### config.mk
export PLATFORM = sky130hd
export DESIGN_NAME = deser_stream_flat
export DESIGN_NICKNAME = d
export VERILOG_FILES = /design/src/rtl/deser_pkg.sv /design/src/rtl/deser_if.sv /design/src/rtl/deser_fifo.sv /design/src/rtl/deser_stream.sv /design/src/flat_wrapper.sv
export SDC_FILE = /design/constraint.sdc
export NUM_CORES = 1
export LEC_CHECK = 0
export BUFFER_PORTS_ARGS = -buffer_cell sky130_fd_sc_hd__buf_2
export CELL_PAD_IN_SITES_DETAIL_PLACEMENT = 1
export CELL_PAD_IN_SITES_GLOBAL_PLACEMENT = 2
export CORE_MARGIN = 10
export CORE_UTILIZATION = 41
export DETAILED_ROUTE_END_ITERATION = 7
export PLACE_DENSITY_LB_ADDON = 0.1
export SLEW_MARGIN = 20
export SYNTH_ARGS = -nofsm -noshare
export SYNTH_HDL_FRONTEND = slang
export SYNTH_SLANG_ARGS = --single-unit
export TNS_END_PERCENT = 100
### constraint.sdc
create_clock -name clk -period 5.85 [get_ports clk]
set_input_delay 0 -clock clk [delete_from_list [all_inputs] [get_ports clk]]
set_output_delay 0 -clock clk [all_outputs]
set_load 0.005 [all_outputs]
### src/rtl/deser_pkg.sv
// Shared types and width helpers for the serial-to-parallel deserializer.
package deser_pkg;

  typedef enum logic {
    HUNT  = 1'b0,
    SHIFT = 1'b1
  } state_t;

  // Bit counter width; must index positions 0..n-1.
  function automatic int cnt_width(input int n);
    return (n > 1) ? $clog2(n) : 1;
  endfunction

  // FIFO read/write pointer width; pointers wrap naturally for power-of-two depths.
  function automatic int ptr_width(input int depth);
    return (depth > 1) ? $clog2(depth) : 1;
  endfunction

endpackage

### src/rtl/deser_if.sv
// Output word stream: valid/ready handshake with the FIFO head word.
interface deser_if #(
  parameter int N = 8
);
  logic         out_valid;
  logic         out_ready;
  logic [N-1:0] out_data;

  modport master (output out_valid, output out_data, input  out_ready);
  modport slave  (input  out_valid, input  out_data, output out_ready);
endinterface

### src/rtl/deser_fifo.sv
// First-word-fall-through FIFO buffering completed words. A pop in the same
// cycle as a push to a full FIFO frees the slot first, so the push lands.
module deser_fifo
  import deser_pkg::*;
#(
  parameter int W     = 8,
  parameter int DEPTH = 2
) (
  input  logic                       clk,
  input  logic                       reset,
  input  logic                       push,
  input  logic [W-1:0]               push_data,
  input  logic                       pop,
  output logic [W-1:0]               pop_data,
  output logic                       full,
  output logic                       empty,
  output logic [$clog2(DEPTH+1)-1:0] level
);

  localparam int PW = ptr_width(DEPTH);
  localparam int LW = $clog2(DEPTH+1);

  logic [W-1:0]  mem [DEPTH];
  logic [PW-1:0] rd_ptr;
  logic [PW-1:0] wr_ptr;
  logic [LW-1:0] count;
  logic          pop_ok;
  logic          push_ok;

  assign empty    = (count == '0);
  assign full     = (count == LW'(DEPTH));
  assign pop_ok   = pop && !empty;
  assign push_ok  = push && (!full || pop_ok);
  assign pop_data = mem[rd_ptr];
  assign level    = count;

  // Storage; cleared on reset so the head word reads zero out of reset.
  always_ff @(posedge clk or posedge reset) begin
    if (reset) begin
      for (int i = 0; i < DEPTH; i++) mem[i] <= '0;
    end else if (push_ok) begin
      mem[wr_ptr] <= push_data;
    end
  end

  // Pointer and occupancy bookkeeping.
  always_ff @(posedge clk or posedge reset) begin
    if (reset) begin
      rd_ptr <= '0;
      wr_ptr <= '0;
      count  <= '0;
    end else begin
      if (pop_ok)  rd_ptr <= rd_ptr + PW'(1);
      if (push_ok) wr_ptr <= wr_ptr + PW'(1);
      case ({push_ok, pop_ok})
        2'b10:   count <= count + LW'(1);
        2'b01:   count <= count - LW'(1);
        default: count <= count;
      endcase
    end
  end

endmodule

### src/rtl/deser_stream.sv
// Serial-to-parallel deserializer with frame alignment, per-word bit order
// and a buffered valid/ready output.
//
//   state | meaning
//   HUNT  | waiting for the first sof; non-sof bits are dropped
//   SHIFT | assembling words, cnt = arrival index of the next bit
module deser_stream
  import deser_pkg::*;
#(
  parameter int N         = 8,
  parameter int DEPTH     = 2,
  parameter bit SYNC_MODE = 1'b0
) (
  input  logic                       clk,
  input  logic                       reset,
  input  logic                       bit_valid,
  input  logic                       bit_in,
  input  logic                       sof,
  input  logic                       msb_first,
  deser_if.master                    out_if,
  output logic                       overflow,
  input  logic                       clear_ovf,
  output logic [$clog2(DEPTH+1)-1:0] level
);

  localparam int     CW         = cnt_width(N);
  localparam state_t RESET_STATE = SYNC_MODE ? HUNT : SHIFT;

  state_t        state_q, state_d;
  logic          take_bit;
  logic [CW-1:0] cnt_q;
  logic          ord_q;
  logic [N-1:0]  shreg_q, shreg_d;
  logic          word_start;
  logic [CW-1:0] k;
  logic          ord;
  logic [CW-1:0] pos;
  logic          complete;
  logic          fifo_full;
  logic          fifo_empty;
  logic          pop;
  logic          drop;

  // State register.
  always_ff @(posedge clk or posedge reset) begin
    if (reset) state_q <= RESET_STATE;
    else       state_q <= state_d;
  end

  // Next state and bit qualification: in HUNT only an sof bit is accepted.
  always_comb begin
    state_d  = state_q;
    take_bit = 1'b0;
    case (state_q)
      HUNT: begin
        if (bit_valid && sof) begin
          take_bit = 1'b1;
          state_d  = SHIFT;
        end
      end
      SHIFT: take_bit = bit_valid;
      default: state_d = RESET_STATE;
    endcase
  end

  // Bit placement; sof restarts the word and re-latches the bit order.
  always_comb begin
    word_start = sof || (cnt_q == '0);
    k          = word_start ? '0 : cnt_q;
    ord        = word_start ? msb_first : ord_q;
    pos        = ord ? (CW'(N-1) - k) : k;
    shreg_d    = shreg_q;
    shreg_d[pos] = bit_in;
    complete   = take_bit && (k == CW'(N-1));
  end

  // Counter, order latch and shift register advance only on accepted bits.
  always_ff @(posedge clk or posedge reset) begin
    if (reset) begin
      cnt_q   <= '0;
      ord_q   <= 1'b0;
      shreg_q <= '0;
    end else if (take_bit) begin
      cnt_q   <= complete ? '0 : (k + CW'(1));
      ord_q   <= ord;
      shreg_q <= shreg_d;
    end
  end

  assign pop              = out_if.out_ready && !fifo_empty;
  assign drop             = complete && fifo_full && !pop;
  assign out_if.out_valid = !fifo_empty;

  // Sticky overflow; a new drop takes priority over a clear.
  always_ff @(posedge clk or posedge reset) begin
    if (reset)          overflow <= 1'b0;
    else if (drop)      overflow <= 1'b1;
    else if (clear_ovf) overflow <= 1'b0;
  end

  deser_fifo #(
    .W     (N),
    .DEPTH (DEPTH)
  ) u_fifo (
    .clk       (clk),
    .reset     (reset),
    .push      (complete),
    .push_data (shreg_d),
    .pop       (out_if.out_ready),
    .pop_data  (out_if.out_data),
    .full      (fifo_full),
    .empty     (fifo_empty),
    .level     (level)
  );

endmodule
### src/flat_wrapper.sv
// flat-port wrapper written by rule: the top's interface ports become plain ports
module deser_stream_flat import deser_pkg::*;
#(
  parameter int N         = 8,
  parameter int DEPTH     = 2,
  parameter bit SYNC_MODE = 1'b0
)
  (clk, reset, bit_valid, bit_in, sof, msb_first, overflow, clear_ovf, level, out_if_out_valid, out_if_out_data, out_if_out_ready);
  deser_if #(.N(N)) out_if_i ();
  input  logic clk;
  input  logic reset;
  input  logic bit_valid;
  input  logic bit_in;
  input  logic sof;
  input  logic msb_first;
  output logic overflow;
  input  logic clear_ovf;
  output logic [$clog2(DEPTH+1)-1:0] level;
  output wire logic [$bits(out_if_i.out_valid)-1:0] out_if_out_valid;
  output wire logic [$bits(out_if_i.out_data)-1:0] out_if_out_data;
  input wire logic [$bits(out_if_i.out_ready)-1:0] out_if_out_ready;
  assign out_if_out_valid = out_if_i.out_valid;
  assign out_if_out_data = out_if_i.out_data;
  assign out_if_i.out_ready = out_if_out_ready;
  deser_stream #(.N(N), .DEPTH(DEPTH), .SYNC_MODE(SYNC_MODE)) u_core (.clk(clk), .reset(reset), .bit_valid(bit_valid), .bit_in(bit_in), .sof(sof), .msb_first(msb_first), .out_if(out_if_i), .overflow(overflow), .clear_ovf(clear_ovf), .level(level));
endmodule
==> results of run 1 <==
-- cell type report --
type	instances	share of cell area, %
multi-input cells	123	43.93
flip-flops and latches	34	39.52
repair buffers	24	6.616
clock buffers	5	3.192
clock inverters	3	3.192
well taps	52	3.018
inverters	3	0.5223
-- sequential cells by signal, summed over array words and instances, names as in the netlist --
register	flops
u_core.cnt_q	3
u_core.state_q	1
u_core.u_fifo.mem	16
u_core.overflow	1
u_core.u_fifo.rd_ptr	1
u_core.u_fifo.wr_ptr	1
u_core.u_fifo.level	2
u_core.ord_q	1
u_core.shreg_q	8
-- placed cells by master, fill, tap and decap left out, types with 5 or more instances in the layout --
cell type	n
nor2_1	10
clkbuf_8	5
mux2_2	9
o21ai_1	10
nand2_1	16
mux2_1	8
buf_2	19
dfrtp_1	33
mux2i_1	8
a21oi_1	11
nand4bb_1	6
-- layer usage --
layer	vias up	track usage [%]	routed length (um)
met5	-	0	0
met4	0	3.043	53
met3	6	3.435	143
met2	20	20.77	2199
met1	680	15.14	1916
li1	660	-	-
-- how the worst max path moves through the flow --
stage / endpoint / slack, ns / cells past startpoint
floorplan: u_core.u_fifo.mem[15]$_DFFE_PP0P_ / 3.87 / 9
global placement: u_core.u_fifo.mem[10]$_DFFE_PP0P_ / 3.47 / 6
finish: u_core.u_fifo.mem[10]$_DFFE_PP0P_ / 3.26 / 7
detailed placement: u_core.u_fifo.mem[10]$_DFFE_PP0P_ / 3.28 / 7
CTS: u_core.u_fifo.mem[10]$_DFFE_PP0P_ / 3.24 / 7
global route: u_core.u_fifo.mem[10]$_DFFE_PP0P_ / 2.85 / 7
-- report_power, final --
group,switching (mW),leakage (nW),internal (mW),total [mW]
Clock,0.0949,0.0683,0.171,0.266
Sequential,0.0565,0.444,0.279,0.335
Combinational,0.0753,0.433,0.0885,0.164
-- cell usage after synthesis, types with 2 or more instances --
cell / number
a211o_1: 2
a211oi_2: 3
a21oi_1: 11
a21oi_2: 3
buf_2: 3
buf_4: 3
clkbuf_1: 3
dfrtp_1: 33
ha_1: 3
inv_1: 3
mux2_1: 8
mux2_2: 9
mux2i_1: 8
nand2_1: 16
nand4b_1: 4
nand4bb_1: 6
nor2_1: 10
nor2b_1: 3
o21ai_1: 10
or4b_4: 3
xnor2_1: 3
xor2_1: 2
-- metrics by stage --
stage / instances / worst slack (ns)
6_report: 244 / 3.261
5_1_grt: 244 / 2.854
4_1_cts: 244 / 3.241
3_5_place_dp: 232 / 3.281
3_3_place_gp: 232 / 3.473
2_1_floorplan: 171 / 3.867
-- logic make-up after synthesis --
| group | count (synthesis) | synth area share (%) |
|---|---|---|
| XOR/XNOR | 5 | 2.337 |
| buffers and inverters | 14 | 4.005 |
| flip-flops | 34 | 45.46 |
| adder cells (fa/ha/maj) | 3 | 2.003 |
| AND/OR/NAND/NOR | 53 | 18.22 |
| multiplexers | 25 | 14.49 |
| AO/OA/AOI/OAI | 37 | 13.49 |
-- critical path: stages, from the launching register on --
cell	delay (ns)
dfrtp_1	0.65
nor2b_1	0.26
ha_1	0.18
ha_1	0.23
o211ai_1	0.16
nor3b_2	0.78
nor2_1	0.10
a21oi_1	0.16
==> metrics.txt, run 1 <==
Initial Utilization=between 40% and 50%; die width=87.61 um; Reg clk slew, reported paths=0.08 ns; root buffer selected by CTS=clkbuf_8; ys async rst share=between 90% and 100%; DRC violations left=0; setup TNS=0 ns; routed len/inst=17.67 um; Setup crit start kind=flop; synthesized flop and latch total=34; RSZ-0062 raised after global routing=no; Post-CTS Setup Bufs=0; via density per instance=5.598; WP data required=6.06 ns; multi-input logic area=947.2 sq um; Syn Nets=182; sequential fraction of the synthesis area=45.46%; status=complete, no violations; CTS resizes=0; num rows=24; Hold Buf Count CTS=4; core area=between 0.004 and 0.005 sq mm; reg2reg setup slack=around 3.3 ns; Hold Startpoint=out_if_out_ready; RR Startpoint=u_core.cnt_q[0]$_DFFE_PP0N_; Most used DFF post-synth=dfrtp_1; IO Port Bufs=19; Synth Cell Area=0.001874 sq mm; Util after Layout=49.17%; # IOs=20; Setup Skew=~0.0025 ns; Post-DP Area=just under 0.002 sq mm; period utilization=44.26%; Setup CP Type=flop to flop; share of cells above drive strength 1=26.04%; CTS H-tree lvls=2; worst hold stages=3; routability cong.=0.7303; WHS Endpoint=u_core.u_fifo.rd_ptr$_DFFE_PP0P_; worst slew pin tran=1.027 ns; Design Area, Final=0.002156 sq mm; Via Count=1366; maxcap violations=0; final setup fails=0; YS warnings=0; pwr/cell area=around 350 mW/mm^2; Hold Crit Class=input pin to flop; Worst R2R End=u_core.u_fifo.mem[10]$_DFFE_PP0P_; Worst Setup End Kind=flop; initial antenna violation count=0; Nets=202; Final ANT Viol Nets=0; Cells after Synth=171; final WL=between 4000 and 5000 um; 1st-iter DRT viols=47; max-slew violations=0; die area=between 0.007 and 0.008 sq mm; Max IR drop VDD=162.6 uV; number of synthesized flops with an enable pin=0; Slew headroom=31.05%; Mean Syn Cell Area=about 11 sq um; vias in the first global route=between 1500 and 2000; first-pass GRT wire length=7486 um; Synth cell types=44; Max Fanout on Critical Path=18; dominant cell type by area after synthesis=dfrtp_1; Pleak=0.9453 nW; CTS Buf Count=5; CTS tree=built; register area=roughly 850 sq um; Period minus WS final=2.589 ns; Arr. time, crit path=around 2.8 ns; Yosys top cell area share=44.06%; Post-DP HPWL=2881 um; Overflow after GRT=0; Filler Cell Count=roughly 480; maximum clock rate=between 300 and 400 MHz; FF-to-FF path depth=7; Die H=87.61 um; CTS Sinks=34; final hold vios=0; Clock Tree Buf Depth=2; GRT Total Usage=12.32%; hold_ws=0.05883 ns; largest net degree at the start of global routing=35; drt pass-1 iters=4; Antenna Diode Count=0; largest cells by area after synthesis=dfrtp_1 44%, mux2_2 5.4%, mux2_1 4.8%; Clock Latency Late Sink=0.29 ns; Synth-to-Final Area Change=15.02%; Total Power=0.7647 mW; Setup crit start=u_core.cnt_q[0]$_DFFE_PP0N_
(Power assumes the default switching activity.)
==> run 2, diff against run 1 <==
--- a/config.mk
+++ b/config.mk
@@ -9,7 +9,7 @@
 export CELL_PAD_IN_SITES_DETAIL_PLACEMENT = 1
 export CELL_PAD_IN_SITES_GLOBAL_PLACEMENT = 2
 export CORE_MARGIN = 10
-export CORE_UTILIZATION = 41
+export CORE_UTILIZATION = 34
 export DETAILED_ROUTE_END_ITERATION = 7
 export PLACE_DENSITY_LB_ADDON = 0.1
 export SLEW_MARGIN = 20
==> constraint.sdc (replaced) <==
create_clock -name clk -period 2.1 [get_ports clk]
set_input_delay 0 -clock clk [delete_from_list [all_inputs] [get_ports clk]]
set_output_delay 0 -clock clk [all_outputs]
set_load 0.005 [all_outputs]
==> metrics.txt, run 2 (same netlist as run 1, synthesis figures left out) <==
commonest cells after routing, fill and taps aside=32 x dfrtp_1, 19 x buf_2, 16 x nand2_1; Setup crit start kind=flop; Via Count=~1400; crit path buf inv count=1; RSZ-0062 raised after global routing=no; Die H=~94 um; max-slew violations=0; pwr/cell area=858.9 mW/mm^2; DRC violations left=0; share of cells above drive strength 1=28.06%; Cell Chain, Critical Path=buf_4 -> or4b_4 -> a211oi_2 -> mux2_1; Top reg by flops=u_core.u_fifo.mem; via density per instance=5.256; maximum clock rate=534.8 MHz; CTS tree=built; Reg clk slew, reported paths=approximately 0.070 ns; final hold vios=0; initial antenna violation count=0; Post-CTS Setup Bufs=0; drt pass-1 iters=4; # IOs=20; Nets=207; Max Fanout on Critical Path=17; maxcap violations=0; CTS H-tree lvls=2; Initial Utilization=~36%; 1st-iter DRT viols=65; Antenna Diode Count=0; Setup CP Type=flop to flop; period utilization=89.04%; final setup fails=0; root buffer selected by CTS=clkbuf_8; vias in the first global route=1591; Final ANT Viol Nets=0; worst slew pin tran=between 0.4 and 0.5 ns; Filler Cell Count=591; Worst path max stage delay=0.56 ns; Arr. time, crit path=just over 2 ns; Setup Skew=0.006506 ns; routed len/inst=around 16 um; Clock Tree Buf Depth=2; hold_ws=0.01155 ns; Slowest cell on crit path=or4b_4; GRT Total Usage=10.85%; Synth-to-Final Area Change=15.22%; core area=around 0.0052 sq mm; Period minus WS final=1.870 ns; largest net degree at the start of global routing=35; die area=0.008882 sq mm; Hold Crit Class=input pin to flop; register area=853.3 sq um; final WL=4373 um; CTS Sinks=34; Worst Setup End Kind=flop; num rows=26; Clock Latency Late Sink=roughly 0.28 ns; IO Port Bufs=19; WP data required=2.27 ns; setup TNS=0 ns; Max IR drop VDD=347.7 uV; most common cell after layout, fill and taps aside=dfrtp_1; die width=approximately 94 um; routability cong.=0.7106; max reg flops=16; Top delay family on crit path=simple AND/OR/NAND/NOR gates; CTS Buf Count=5; status=complete, no violations; Post-DP HPWL=3096 um; first-pass GRT wire length=around 7700 um; Pleak=approximately 0.94 nW; Overflow after GRT=0; Top Registers=u_core.u_fifo.mem x16, u_core.shreg_q x8, u_core.cnt_q x3; multi-input logic area=949.7 sq um; Slew headroom=between 60% and 70%
run 2: cell types whose count changed in the layout (fill, tap and decap cells not counted), sizes merged:
cell and delta:
buf +6, bufinv -2, clkbuf +2, clkinv -1
dlygate4sd3 -1
run 2: worst paths after layout:
| check | startpoint | end | slack [ns] | cells after the start |
|---|---|---|---|---|
| worst min-delay path | msb_first | u_core.ord_q$_DFFE_PP0N_ | 0.01 | 2 |
| min in group asynchronous | reset | u_core.u_fifo.mem[11]$_DFFE_PP0P_ | 0.37 | 4 |
| worst max register to register | u_core.cnt_q[1]$_DFFE_PP0N_ | u_core.shreg_q[1]$_DFFE_PP0N_ | 0.23 | 4 |
| max in group asynchronous | reset | u_core.state_q$_DFF_PP1_ | 1.38 | 4 |
| worst max-delay path | u_core.cnt_q[1]$_DFFE_PP0N_ | u_core.shreg_q[1]$_DFFE_PP0N_ | 0.23 | 4 |
| worst min register to register | u_core.shreg_q[3]$_DFFE_PP0N_ | u_core.shreg_q[3]$_DFFE_PP0N_ | 0.48 | 1 |
run 2: final cells by class:
type | instances | share of cell area [%]
inverters | 3 | 0.5214
flip-flops and latches | 34 | 39.51
clock buffers | 7 | 3.534
well taps | 70 | 4.056
multi-input cells | 123 | 43.97
repair buffers | 29 | 8.401
run 2: worst reg2reg max path, stage by stage, from the launching register on:
cell,delay [ns]
dfrtp_1,0.39
buf_4,0.19
or4b_4,0.56
a211oi_2,0.26
mux2_1,0.35
run 2: stage by stage:
step / util [%] / instance area [sq um] / setup WS [ns] / std cells / power (mW)
global route: 41.23 / 2160 / 0.06103 / 266 / 1.998
floorplan: - / 1874 / 0.1169 / 171 / 1.259
global placement: 39.06 / 2046 / 0.2486 / 256 / 1.386
CTS: 41.09 / 2152 / 0.06651 / 266 / 1.895
detailed placement: 39.06 / 2046 / 0.09481 / 256 / 1.429
finish: 41.23 / 2160 / 0.2303 / 266 / 1.855
run 2: what timing repair did:
item	4_1_cts	5_1_grt
hold buffers	3	0
hold endpoints to repair	35	0
resized for setup	0	3
setup endpoints to repair	0	9
run 2: layer usage:
metal  share of wire, %  up-vias  track usage [%]
li1                   -      669                -
met5                  0        -                0
met1                 45      710            12.41
met4               0.91        0            3.418
met3                3.7        4            3.437
met2                 50       15            18.65
run 2: report_power, final:
group / internal [mW] / switching, mW / leakage [nW]
logic: 0.257 / 0.231 / 0.460
registers: 0.778 / 0.133 / 0.442
clock network: 0.228 / 0.228 / 0.0383
total: 1.26 / 0.592 / 0.940
==> run 3, diff against run 2 <==
--- a/config.mk
+++ b/config.mk
@@ -9,9 +9,10 @@
 export CELL_PAD_IN_SITES_DETAIL_PLACEMENT = 1
 export CELL_PAD_IN_SITES_GLOBAL_PLACEMENT = 2
 export CORE_MARGIN = 10
-export CORE_UTILIZATION = 34
+export CORE_UTILIZATION = 41
 export DETAILED_ROUTE_END_ITERATION = 7
 export PLACE_DENSITY_LB_ADDON = 0.1
+export REMOVE_ABC_BUFFERS = 1
 export SLEW_MARGIN = 20
 export SYNTH_ARGS = -nofsm -noshare
 export SYNTH_HDL_FRONTEND = slang
==> constraint.sdc (replaced) <==
create_clock -name clk -period 2.3 [get_ports clk]
set_input_delay 0 -clock clk [delete_from_list [all_inputs] [get_ports clk]]
set_output_delay 0 -clock clk [all_outputs]
set_load 0.005 [all_outputs]
==> metrics.txt, run 3 (same netlist as run 1, synthesis figures left out) <==
status=complete, no violations; FF-to-FF path depth=9; Max IR drop VDD=405.0 uV; maximum clock rate=486.7 MHz; worst hold stages=3; CTS H-tree lvls=2; Worst path max stage delay=0.32 ns; vias in the first global route=between 1000 and 1500; Top reg by flops=u_core.u_fifo.mem; die width=87.61 um; Max Fanout on Critical Path=18; Top delay family on crit path=simple AND/OR/NAND/NOR gates; Hold Crit Class=input pin to flop; maxcap violations=0; Setup crit start kind=flop; Util after Layout=49.17%; Clock Tree Buf Depth=2; Antenna Diode Count=0; core area=0.004384 sq mm; Nets=206; period utilization=89.33%; largest net degree at the start of global routing=35; Cell Chain, Critical Path=buf_4 -> nor2b_1 -> ha_1 -> ha_1 -> o211ai_1 -> nor3b_2 -> buf_4 -> nor2_1 -> a21oi_1; Slowest cell on crit path=dfrtp_1; Filler Cell Count=487; final setup fails=0; num rows=24; Pleak=0.9472 nW; Setup Skew=about 0.0041 ns; 1st-iter DRT viols=78; critical path depth=9; worst slew pin tran=0.4851 ns; die area=0.007676 sq mm; routed len/inst=16.74 um; final hold vios=0; WP data required=2.51 ns; via density per instance=~5.6; Arr. time, crit path=2.26 ns; drt pass-1 iters=4; Reg clk slew, reported paths=0.07 ns; routability cong.=about 0.76; Slew headroom=67.66%; root buffer selected by CTS=clkbuf_8; Via Count=1383; Synth-to-Final Area Change=15.02%; most common cell after layout, fill and taps aside=dfrtp_1; commonest cells after routing, fill and taps aside=32 x dfrtp_1, 19 x buf_2, 16 x nand2_1; setup TNS=0 ns; Overflow after GRT=0; first-pass GRT wire length=around 7000 um; Post-DP HPWL=2959 um; Clock Latency Late Sink=0.28 ns; Setup CP Type=flop to flop; Final ANT Viol Nets=0; pwr/cell area=approximately 840 mW/mm^2; DRC violations left=0; GRT Total Usage=approximately an eighth; CTS Sinks=34; # IOs=20; crit path buf inv count=2; share of cells above drive strength 1=between 20% and 30%; initial antenna violation count=0; Top Registers=u_core.u_fifo.mem x16, u_core.shreg_q x8, u_core.cnt_q x3; Period minus WS final=approximately 2.1 ns; max reg flops=16; CTS Buf Count=5; Worst Setup End Kind=flop; Initial Utilization=42.75%; Die H=87.61 um; RSZ-0062 raised after global routing=no; final WL=slightly above 4000 um; IO Port Bufs=19; CTS tree=built; max-slew violations=0
run 3: area by class of cell:
| type | instances | area, sq um | area share (%) |
|---|---|---|---|
| clock inverter | 1 | 30.03 | 1.393 |
| tap | 52 | 65.06 | 3.018 |
| sequential | 34 | 853.3 | 39.58 |
| inverter | 3 | 11.26 | 0.5223 |
| clock buffer | 7 | 76.32 | 3.540 |
| timing repair buffer | 28 | 172.7 | 8.009 |
| multi-input combinational | 123 | 947.2 | 43.93 |
run 3: what timing repair did:
item | 4_1_cts | 5_1_grt
endpoints found under the hold margin | 36 | 0
gates resized for setup | 0 | 1
buffers inserted | 0 | 0
setup endpoints to repair | 0 | 9
hold buffers | 4 | 0
run 3: where the power goes:
part	internal [mW]	total [mW]	switching, mW
Combinational	0.229	0.428	0.199
Clock	0.324	0.540	0.216
Sequential	0.710	0.840	0.130
Total	1.26	1.81	0.544
run 3: stage by stage:
step	area (sq um)	total power, mW	cells	worst slack, ns	hold WS [ns]
6_report	2156	1.808	248	0.2455	0.07479
5_1_grt	2156	1.928	248	0.06547	0.08055
4_1_cts	2155	1.842	248	0.1121	0.06352
3_5_place_dp	2008	1.282	236	0.2043	0.1241
3_3_place_gp	2008	1.253	236	0.3192	0.1128
2_1_floorplan	1810	1.121	160	0.2500	0.1086
run 3: tightest hold or removal path: stages:
cell	delay (ns)
buf_2	0.08
and2_1	0.16
xor2_1	0.08
run 3: routing by layer:
layer / routed length, um / track usage [%]
met1: 1756 / 13.05
met2: 2160 / 20.77
met3: 174 / 3.621
met4: 61 / 3.333
met5: 0 / 0
run 3: path summary, 6_finish.rpt:
| check | startpoint | endpoint | slack [ns] |
|---|---|---|---|
| worst max-delay path | u_core.cnt_q[0]$_DFFE_PP0N_ | u_core.u_fifo.mem[12]$_DFFE_PP0P_ | 0.25 |
| worst min-delay path | out_if_out_ready | u_core.u_fifo.rd_ptr$_DFFE_PP0P_ | 0.07 |
| worst max register to register | u_core.cnt_q[0]$_DFFE_PP0N_ | u_core.u_fifo.mem[12]$_DFFE_PP0P_ | 0.25 |
| worst min register to register | u_core.u_fifo.mem[2]$_DFFE_PP0P_ | u_core.u_fifo.mem[2]$_DFFE_PP0P_ | 0.49 |
| max in group asynchronous | reset | u_core.state_q$_DFF_PP1_ | 1.60 |
| min in group asynchronous | reset | u_core.u_fifo.rd_ptr$_DFFE_PP0P_ | 0.35 |
